--- src/rtl/key_inj_pkg.sv ---
// Shared types and constants for the key injector: FSM states, set-2 scancodes
// and the bit layout of an 11-bit hps_io keyboard event.
package key_inj_pkg;

  typedef enum logic [2:0] {
    IDLE,
    SHIFT_DN,
    KEY_DN,
    KEY_UP,
    SHIFT_UP
  } inj_state_t;

  localparam logic [7:0] SC_LSHIFT = 8'h12;
  localparam logic [7:0] SC_ENTER  = 8'h5A;
  localparam logic [7:0] SC_SPACE  = 8'h29;

  localparam int EV_STROBE  = 10;
  localparam int EV_PRESSED = 9;
  localparam int EV_EXT     = 8;

  // Injected keys are never extended, so the extended flag is always cleared.
  function automatic logic [10:0] key_event(input logic       toggle,
                                            input logic       pressed,
                                            input logic [7:0] code);
    logic [10:0] ev;
    ev             = {toggle, pressed, 1'b0, code};
    ev[EV_EXT]     = 1'b0;
    return ev;
  endfunction

endpackage

--- src/rtl/ascii_to_ps2.sv ---
// Combinational ASCII to PS/2 set-2 lookup; reports whether the byte is
// typeable and whether it needs the left shift key held.
module ascii_to_ps2
  import key_inj_pkg::*;
(
  input  logic [7:0] char_data,
  output logic       supported,
  output logic       shift,
  output logic [7:0] scancode
);

  logic [7:0] lower;

  // Upper-case letters are typed as their lower-case key (no caps handling).
  always_comb begin
    lower = char_data;
    if (char_data >= 8'h41 && char_data <= 8'h5A) lower = char_data | 8'h20;
    supported = 1'b1;
    shift     = 1'b0;
    scancode  = 8'h00;
    case (lower)
      "a": scancode = 8'h1C;  "b": scancode = 8'h32;  "c": scancode = 8'h21;
      "d": scancode = 8'h23;  "e": scancode = 8'h24;  "f": scancode = 8'h2B;
      "g": scancode = 8'h34;  "h": scancode = 8'h33;  "i": scancode = 8'h43;
      "j": scancode = 8'h3B;  "k": scancode = 8'h42;  "l": scancode = 8'h4B;
      "m": scancode = 8'h3A;  "n": scancode = 8'h31;  "o": scancode = 8'h44;
      "p": scancode = 8'h4D;  "q": scancode = 8'h15;  "r": scancode = 8'h2D;
      "s": scancode = 8'h1B;  "t": scancode = 8'h2C;  "u": scancode = 8'h3C;
      "v": scancode = 8'h2A;  "w": scancode = 8'h1D;  "x": scancode = 8'h22;
      "y": scancode = 8'h35;  "z": scancode = 8'h1A;
      "0": scancode = 8'h45;  "1": scancode = 8'h16;  "2": scancode = 8'h1E;
      "3": scancode = 8'h26;  "4": scancode = 8'h25;  "5": scancode = 8'h2E;
      "6": scancode = 8'h36;  "7": scancode = 8'h3D;  "8": scancode = 8'h3E;
      "9": scancode = 8'h46;
      " ":   scancode = SC_SPACE;
      8'h0D: scancode = SC_ENTER;
      ",":   scancode = 8'h41;
      ".":   scancode = 8'h49;
      "-":   scancode = 8'h4E;
      8'h22: begin shift = 1'b1; scancode = 8'h52; end
      ":":   begin shift = 1'b1; scancode = 8'h4C; end
      "*":   begin shift = 1'b1; scancode = 8'h3E; end
      default: supported = 1'b0;
    endcase
  end

endmodule

--- src/rtl/key_injector.sv ---
// Types ASCII characters into the machine keyboard stream as timed press/release
// events, merging them with pass-through events from the host keyboard.
module key_injector
  import key_inj_pkg::*;
#(
  parameter int HOLD_CYCLES = 1_000_000,
  parameter int GAP_CYCLES  = 1_000_000
) (
  input  logic        clk_sys,
  input  logic        reset,
  input  logic [7:0]  char_data,
  input  logic        char_valid,
  output logic        char_ready,
  input  logic [10:0] host_key,
  output logic [10:0] ps2_key_out,
  output logic        busy,
  output logic        char_err
);

  localparam int MAX_WAIT = (HOLD_CYCLES > GAP_CYCLES) ? HOLD_CYCLES : GAP_CYCLES;
  localparam int CNT_W    = $clog2(MAX_WAIT + 1);
  localparam logic [CNT_W-1:0] HOLD_LOAD = CNT_W'(HOLD_CYCLES - 1);
  localparam logic [CNT_W-1:0] GAP_LOAD  = CNT_W'(GAP_CYCLES - 1);

  inj_state_t       state, state_next;
  logic [CNT_W-1:0] cnt, cnt_next;
  logic             pend, pend_next;
  logic             shifted, shifted_next;
  logic [7:0]       code_q, code_next;
  logic [10:0]      ps2_next;
  logic             err_next;
  logic             host_tgl_q;
  logic             host_evt;
  logic             accept;
  logic             nxt_tgl;
  logic             map_ok, map_shift;
  logic [7:0]       map_code;

  ascii_to_ps2 u_map (
    .char_data (char_data),
    .supported (map_ok),
    .shift     (map_shift),
    .scancode  (map_code)
  );

  assign char_ready = (state == IDLE) && !reset;
  assign busy       = (state != IDLE);

  always_ff @(posedge clk_sys) begin
    if (reset) begin
      state       <= IDLE;
      cnt         <= '0;
      pend        <= 1'b0;
      shifted     <= 1'b0;
      code_q      <= '0;
      ps2_key_out <= '0;
      char_err    <= 1'b0;
      host_tgl_q  <= host_key[EV_STROBE];
    end else begin
      state       <= state_next;
      cnt         <= cnt_next;
      pend        <= pend_next;
      shifted     <= shifted_next;
      code_q      <= code_next;
      ps2_key_out <= ps2_next;
      char_err    <= err_next;
      host_tgl_q  <= host_key[EV_STROBE];
    end
  end

  // pend defers the first injected event by one cycle when a host event
  // claims the output register on the accept cycle.
  always_comb begin
    state_next   = state;
    cnt_next     = cnt;
    pend_next    = pend;
    shifted_next = shifted;
    code_next    = code_q;
    ps2_next     = ps2_key_out;
    err_next     = 1'b0;
    host_evt     = host_key[EV_STROBE] ^ host_tgl_q;
    accept       = char_valid && char_ready;
    nxt_tgl      = ~ps2_key_out[EV_STROBE];

    if (state == IDLE) begin
      if (host_evt) ps2_next = {nxt_tgl, host_key[EV_PRESSED:0]};
      if (accept) begin
        if (!map_ok) begin
          err_next = 1'b1;
        end else begin
          shifted_next = map_shift;
          code_next    = map_code;
          state_next   = map_shift ? SHIFT_DN : KEY_DN;
          if (host_evt) begin
            pend_next = 1'b1;
          end else begin
            ps2_next = key_event(nxt_tgl, 1'b1, map_shift ? SC_LSHIFT : map_code);
            cnt_next = HOLD_LOAD;
          end
        end
      end
    end else if (pend) begin
      pend_next = 1'b0;
      ps2_next  = key_event(nxt_tgl, 1'b1, (state == SHIFT_DN) ? SC_LSHIFT : code_q);
      cnt_next  = HOLD_LOAD;
    end else if (cnt != '0) begin
      cnt_next = cnt - CNT_W'(1);
    end else begin
      case (state)
        SHIFT_DN: begin
          state_next = KEY_DN;
          ps2_next   = key_event(nxt_tgl, 1'b1, code_q);
          cnt_next   = HOLD_LOAD;
        end
        KEY_DN: begin
          state_next = KEY_UP;
          ps2_next   = key_event(nxt_tgl, 1'b0, code_q);
          cnt_next   = GAP_LOAD;
        end
        KEY_UP: begin
          if (shifted) begin
            state_next = SHIFT_UP;
            ps2_next   = key_event(nxt_tgl, 1'b0, SC_LSHIFT);
            cnt_next   = GAP_LOAD;
          end else begin
            state_next = IDLE;
          end
        end
        default: state_next = IDLE;
      endcase
    end
  end

endmodule

--- config.mk ---
export PLATFORM = sky130hd
export DESIGN_NAME = key_injector
export DESIGN_NICKNAME = d
export VERILOG_FILES = /design/src/rtl/key_inj_pkg.sv /design/src/rtl/ascii_to_ps2.sv /design/src/rtl/key_injector.sv
export SDC_FILE = /design/constraint.sdc
export NUM_CORES = 1
export LEC_CHECK = 0
export CELL_PAD_IN_SITES_DETAIL_PLACEMENT = 0
export CELL_PAD_IN_SITES_GLOBAL_PLACEMENT = 1
export CORE_MARGIN = 5
export CORE_UTILIZATION = 43
export CTS_CLUSTER_DIAMETER = 100
export CTS_CLUSTER_SIZE = 40
export DETAILED_ROUTE_END_ITERATION = 6
export GPL_ROUTABILITY_DRIVEN = 0
export HOLD_SLACK_MARGIN = 0.05
export MAX_ROUTING_LAYER = met4
export PLACE_DENSITY_LB_ADDON = 0.1
export SLEW_MARGIN = 20
export SYNTH_ARGS = -nofsm -noshare
export SYNTH_HDL_FRONTEND = slang
export SYNTH_HIERARCHICAL = 1
export SYNTH_SLANG_ARGS = --single-unit
export TNS_END_PERCENT = 1
--- constraint.sdc ---
create_clock -name clk_sys -period 3.6 [get_ports clk_sys]
set_input_delay 0.72 -clock clk_sys [delete_from_list [all_inputs] [get_ports clk_sys]]
set_output_delay 0.72 -clock clk_sys [all_outputs]
set_load 0.05 [all_outputs]
* Word level (Yosys, flattened, before mapping)
Index checks and enable logic that the tools add are counted.
** Storage, ports and cells
- Register bits :: 46
- Latch bits :: 0
- Bits in writable memories :: 0
- Bits in read-only memories :: 0
- Input bits :: 22
- Output and inout port bits :: 14
- Word-level logic and storage cells :: 122
- Memories kept :: 0
** Cells by class
- $add $sub $neg :: 1
- Multipliers :: 0
- Divide/modulo/power cells :: 0
- $lt $le $gt $ge :: 2
- Equal/unequal tests :: 55
- Shifts and indexed selects :: 0
- Muxes and demuxes :: 32
- Bitwise operators :: 4
- Reductions and logical operators :: 20
** Operator list (count)
- 7-bit case mux with 43 select lines :: 1
- 8-bit by 7-bit == test with 1-bit output (second input constant) :: 26
- 20-bit 2-to-1 mux :: 7
- 8-bit by 6-bit == test with 1-bit output (second input constant) :: 17
- 11-bit 2-to-1 mux :: 8
- 44-bit OR reduction :: 1
- 20-bit case mux with 2 select lines :: 1
- 11-bit case mux with 3 select lines :: 1
- 20-bit nonzero test :: 1
- 20-bit by 1-bit subtractor with 20-bit output (second input constant) :: 1
- 3-bit 2-to-1 mux :: 6
- 8-bit 2-to-1 mux :: 2
- 5-bit nonzero test :: 2
- 3-bit case mux with 3 select lines :: 1
- 3-bit AND reduction :: 3
- 8-bit by 4-bit == test with 1-bit output (second input constant) :: 1
- 8-bit by 7-bit greater-or-equal comparator with 1-bit output (second input constant) :: 1
- 8-bit by 7-bit less-or-equal comparator with 1-bit output (second input constant) :: 1
- 2-bit inequality test (second input constant) :: 4
- 3-bit by 2-bit == test with 1-bit output (second input constant) :: 2
- 6-bit 2-to-1 mux :: 1
- 2-bit OR reduction :: 3
- 3-bit OR reduction :: 2
- 5-bit inequality test (second input constant) :: 1
- 14 further kinds :: 20

* Logic depth before layout (Yosys ltp)
- Depth after elaboration :: 11
- Mapped depth :: 12
- Gate-level depth less buffers :: 10

* Cells and area by module
Netlist, hierarchy kept.
** Modules (own cells, without submodules)
- key_injector :: times used 1, cells an instance 306, area an instance 2462.4 µm², sequential area each 920.9 µm²
- ascii_to_ps2 :: times used 1, cells an instance 151, area an instance 1032.2 µm², sequential area each 0.0 µm²

* Least setup slack after synthesis
No wires, ideal clock.
- Path type :: input to register
- Start point :: in char_data[7]
- End point :: reg cnt[13]
- Library setup time :: 0.070 ns
- Arrival time :: 3.204 ns
- Required time :: 3.530 ns
- Setup slack :: 0.326 ns
- Stages :: 11
- Path buffers :: 1
- Path through :: buf_4 > nor4b_4 > a32o_1 > a22oi_2 > o21ai_1 > or3_1 > nand3b_1 > o21ai_1 > nand4_1 > or4_1 > a21oi_1
** On the way
- Longest elaborated chain between the ends :: 8
- Elaborated cells between the ends (all ways) :: 52
- Those cells by class :: order compare: 2; eq/ne: 45; mux: 2; reduce/logical: 3
** Ends and longest elaborated chain
- start: declaration :: RTL line key_injector.sv:11 : input logic [7:0] char_data,
- 8-bit by 7-bit greater-or-equal comparator with 1-bit output or 8-bit by 7-bit less-or-equal comparator with 1-bit output (tied branches) :: RTL line ascii_to_ps2.sv:17 : if (char_data >= 8'h41 && char_data <= 8'h5A) lower = char_data | 8'h20;
- 1-bit logical AND :: RTL line ascii_to_ps2.sv:17
- 6-bit 2-to-1 mux :: RTL line ascii_to_ps2.sv:17
- 8-bit by 7-bit == test with 1-bit output, or another cell as far along :: RTL line ascii_to_ps2.sv:21 : case (lower)
- 44-bit OR reduction (no source line) *
- 1-bit 2-to-1 mux * :: RTL line ascii_to_ps2.sv:21
- net map_ok :: RTL line key_injector.sv:36 : logic map_ok, map_shift;
- 2-bit inequality test (no source line) *
- 5-bit AND reduction (no source line) *
- end signal: assignment :: RTL line key_injector.sv:61 : cnt <= cnt_next;
- end: declaration :: RTL line key_injector.sv:26 : logic [CNT_W-1:0] cnt, cnt_next;
Mark *: on every way through the listed nets, which the timed path passes. The rest lies on a longest branch.
A chain may end at the register's enable or synchronous reset.

* Final worst setup path
- Start point :: in char_data[6]
- End point :: reg cnt[8]
The elaborated chain is that of the path after synthesis.

==> impl_metrics.json <==
{
  "mostFrequentLayoutCells": "buf_4 (62), dfxtp_1 (46), nand2_1 (43)",
  "endpoint_kind": "register",
  "hold_viol_final": 0,
  "final_min_period_over_clock_period": 0.960,
  "internal-power_mw": 1.56,
  "crit_required_ns": 3.85,
  "clock_power_share": 0.107,
  "ff_latch_area_um2": 921,
  "worst_pin_slew_ns": 0.654,
  "detail_route.wirelength_um": 10900,
  "postCtsHoldBufs": 0,
  "clkLatencyLatePin_ns": 0.30,
  "flow.area_growth_from_synthesis_pct": 26.4,
  "crit_path_start": "char_data[6]",
  "remaining_drc_errors": 0,
  "pin_count_of_the_biggest_net_entering_global_routing": 37,
  "grt_pass1_vias": 3671,
  "std_cell_rows": 32,
  "power_frac_comb": 0.634,
  "filler_cell_count": 753,
  "layout-drive-gt1-share": 0.173,
  "unrepaired_setup_endpoints_after_global_routing": "false",
  "worst_r2r_start": "cnt[12]$_SDFFE_PP0P_",
  "seq_power_share": 0.258,
  "cts_tree": "built",
  "clock_path_buffers": 2,
  "multiInputGateArea_mm2": 0.00236,
  "finalSetupTns_ns": 0,
  "yosysWarnings": 6,
  "path_clk_slew_ns": 0.09,
  "maxSlewHeadroom": 0.561,
  "fp.dieW_um": 100,
  "crit_fanout": 9,
  "grt_pass1_wl_um": 18600,
  "maxSlewViolCount": 0,
  "initial_core_util": 0.448,
  "cts.htree.levels": 2,
  "cts_buffers": 5,
  "syn-mean-instance-area_um2": 7.65,
  "setup.worst_path.class": "in -> reg",
  "first_iter_violations": 245,
  "finClkSkew_ns": 0.00759,
  "swShare": 0.494,
  "timing.final.setup_violations": 0,
  "max_cap_violations": 0,
  "min-delay-path-class": "reg -> reg",
  "port_buffers": 35,
  "synth_flop_cell": "dfxtp_1",
  "detailed_place_hpwl_um": 8100,
  "clkSinkCount": 46,
  "drt.antenna.violating_nets": 0,
  "grt_remaining_overflow": 0,
  "avgRoutedWirePerCell_um": 17.2,
  "ctsRootBufferMaster": "clkbuf_8",
  "run_status": "finished, final reports clean",
  "num_vias": 3888,
  "finalWorstPathRequiredPeriod_ns": 3.46,
  "worst_ep_arrival_time_ns": 3.71,
  "mappedNetlistArea_mm2": 0.00349,
  "insertedDiodeCount": 0,
  "drtPass1Iterations": 5,
  "power_density_mw_per_mm2": 696,
  "worst_setup_path_start_kind": "input port",
  "ffs_w_async_s_r_synth": 0,
  "antenna_found_initial": 0,
  "synth_seq_cells": 46,
  "layout_commonest_cell": "buf_4",
  "syn-num-nets": 481,
  "leakagePower_nw": 1.64,
  "chipHeight_um": 100,
  "synth.yosys.seq_area_share": 0.264,
  "hold_path_startpoint": "code_q[6]$_SDFFE_PP0P_",
  "synth_unique_cells": 81,
  "gr-usage-all-layers": 0.230,
  "design.final.nets": 554,
  "total_switching_power_mw": 1.52,
  "ir_worst_vdd_mv": 0.360,
  "core_region_area_mm2": 0.00781,
  "finalPower_mw": 3.08,
  "floorplan.die_area_mm2": 0.0100,
  "postSynthCellCount": 457,
  "detail_route.vias_per_cell": 6.14,
  "top_level_ports": 36,
  "synth_enable_flop_cells": 0,
  "fmaxAchievable_mhz": 289
}
==> worst paths after layout <==
check | endpoint | slack, ns | cells after the start
setup reg to reg | ps2_key_out[10]$_SDFFE_PP0P_ | 1.07 | 6
setup / recovery | cnt[8]$_SDFFE_PP0P_ | 0.14 | 12
hold reg to reg | ps2_key_out[6]$_SDFFE_PP0P_ | 0.46 | 2
hold / removal | ps2_key_out[6]$_SDFFE_PP0P_ | 0.46 | 2
==> synthesized netlist by cell type (3+ instances only) <==
cell type | count | share of area
a211o_1 | 4 | 0.010
a211oi_1 | 11 | 0.024
a21oi_1 | 33 | 0.047
a22oi_1 | 3 | 0.0064
a31oi_1 | 15 | 0.027
buf_2 | 8 | 0.011
buf_4 | 8 | 0.017
buf_6 | 3 | 0.0097
clkbuf_1 | 15 | 0.016
dfxtp_1 | 46 | 0.26
inv_1 | 8 | 0.0086
mux2i_1 | 3 | 0.0086
nand2_1 | 43 | 0.046
nand2b_1 | 12 | 0.021
nand3_1 | 17 | 0.024
nand4_1 | 7 | 0.013
nor2_1 | 36 | 0.039
nor2b_1 | 9 | 0.016
nor3_1 | 13 | 0.019
nor3b_1 | 6 | 0.013
nor4_1 | 3 | 0.0054
nor4bb_1 | 4 | 0.011
o211ai_1 | 8 | 0.017
o21a_1 | 6 | 0.013
o21ai_0 | 22 | 0.032
o21ai_1 | 3 | 0.0043
o22ai_1 | 3 | 0.0054
o31ai_1 | 13 | 0.028
o32ai_1 | 3 | 0.0075
o41ai_1 | 4 | 0.010
or3_1 | 14 | 0.025
or4_1 | 8 | 0.017
xnor2_1 | 3 | 0.0075
==> stage by stage <==
step | cells | instance area [um^2] | setup WS (ns) | util | hold WS [ns]
detailed placement | 623 | 4300 | -0.155 | 0.551 | 0.446
global route | 633 | 4420 | 0.0130 | 0.566 | 0.491
finish | 633 | 4420 | 0.143 | 0.566 | 0.464
global placement | 623 | 4300 | -0.0763 | 0.551 | 0.444
CTS | 631 | 4390 | 0.151 | 0.563 | 0.458
floorplan | 457 | 3490 | 0.326 | - | 0.436
==> cell families (layout without fill, tap and decap cells) <==
group,count (synthesis),in the layout,synth area share
AND/OR/NAND/NOR,197,197,0.322
flip-flops,46,46,0.264
multiplexers,5,5,0.0150
AO/OA/AOI/OAI,158,158,0.313
adder cells (fa/ha/maj),3,3,0.0100
XOR/XNOR,5,5,0.0125
buffers and inverters,42,116,0.0630
other,1,1,0.00107
==> power by group through the flow <==
stage | registers, mW | logic (mW) | clock network (mW)
5_1_grt | 0.820 | 2.14 | 0.357
3_5_place_dp | 0.802 | 1.91 | 0
4_1_cts | 0.791 | 1.91 | 0.331
3_3_place_gp | 0.794 | 1.88 | 0
6_report | 0.795 | 1.95 | 0.330
2_1_floorplan | 0.913 | 1.20 | 0
==> critical path, cell delays in order <==
cell and delay [ns]:
clkdlybuf4s50_1 0.56, buf_4 0.24, nand3b_4 0.07, a21bo_1 0.21, a22oi_2 0.20, o21ai_1 0.08
or3_1 0.43, and3b_1 0.23, nand2_1 0.15, o31ai_1 0.09, a311o_2 0.48, o21ba_1 0.25
==> layer usage <==
layer / part of all wire / track usage
met1: 0.47 / 0.318
met2: 0.46 / 0.363
met3: 0.057 / 0.0264
met4: 0.013 / 0.0456
met5: 0 / -
==> what timing repair did <==
| action | in CTS | in global routing |
|---|---|---|
| buffers inserted | 0 | 2 |
| endpoints found under the setup margin | 0 | 3 |
| resized for setup | 0 | 2 |
==> state kept, by name (all words and copies together), names as in the netlist <==
register and cells:
cnt 20, ps2_key_out 11, code_q 8, state 3
char_err 1, host_tgl_q 1, pend 1, shifted 1
==> final cells by class <==
| cell class | count | area share |
|---|---|---|
| clock buffers | 5 | 0.0156 |
| clock inverters | 3 | 0.00481 |
| inverters | 8 | 0.00680 |
| multi-input cells | 369 | 0.535 |
| flip-flops and latches | 46 | 0.208 |
| well taps | 102 | 0.0289 |
| repair buffers | 100 | 0.201 |
Power figures use the tool's default switching activity.
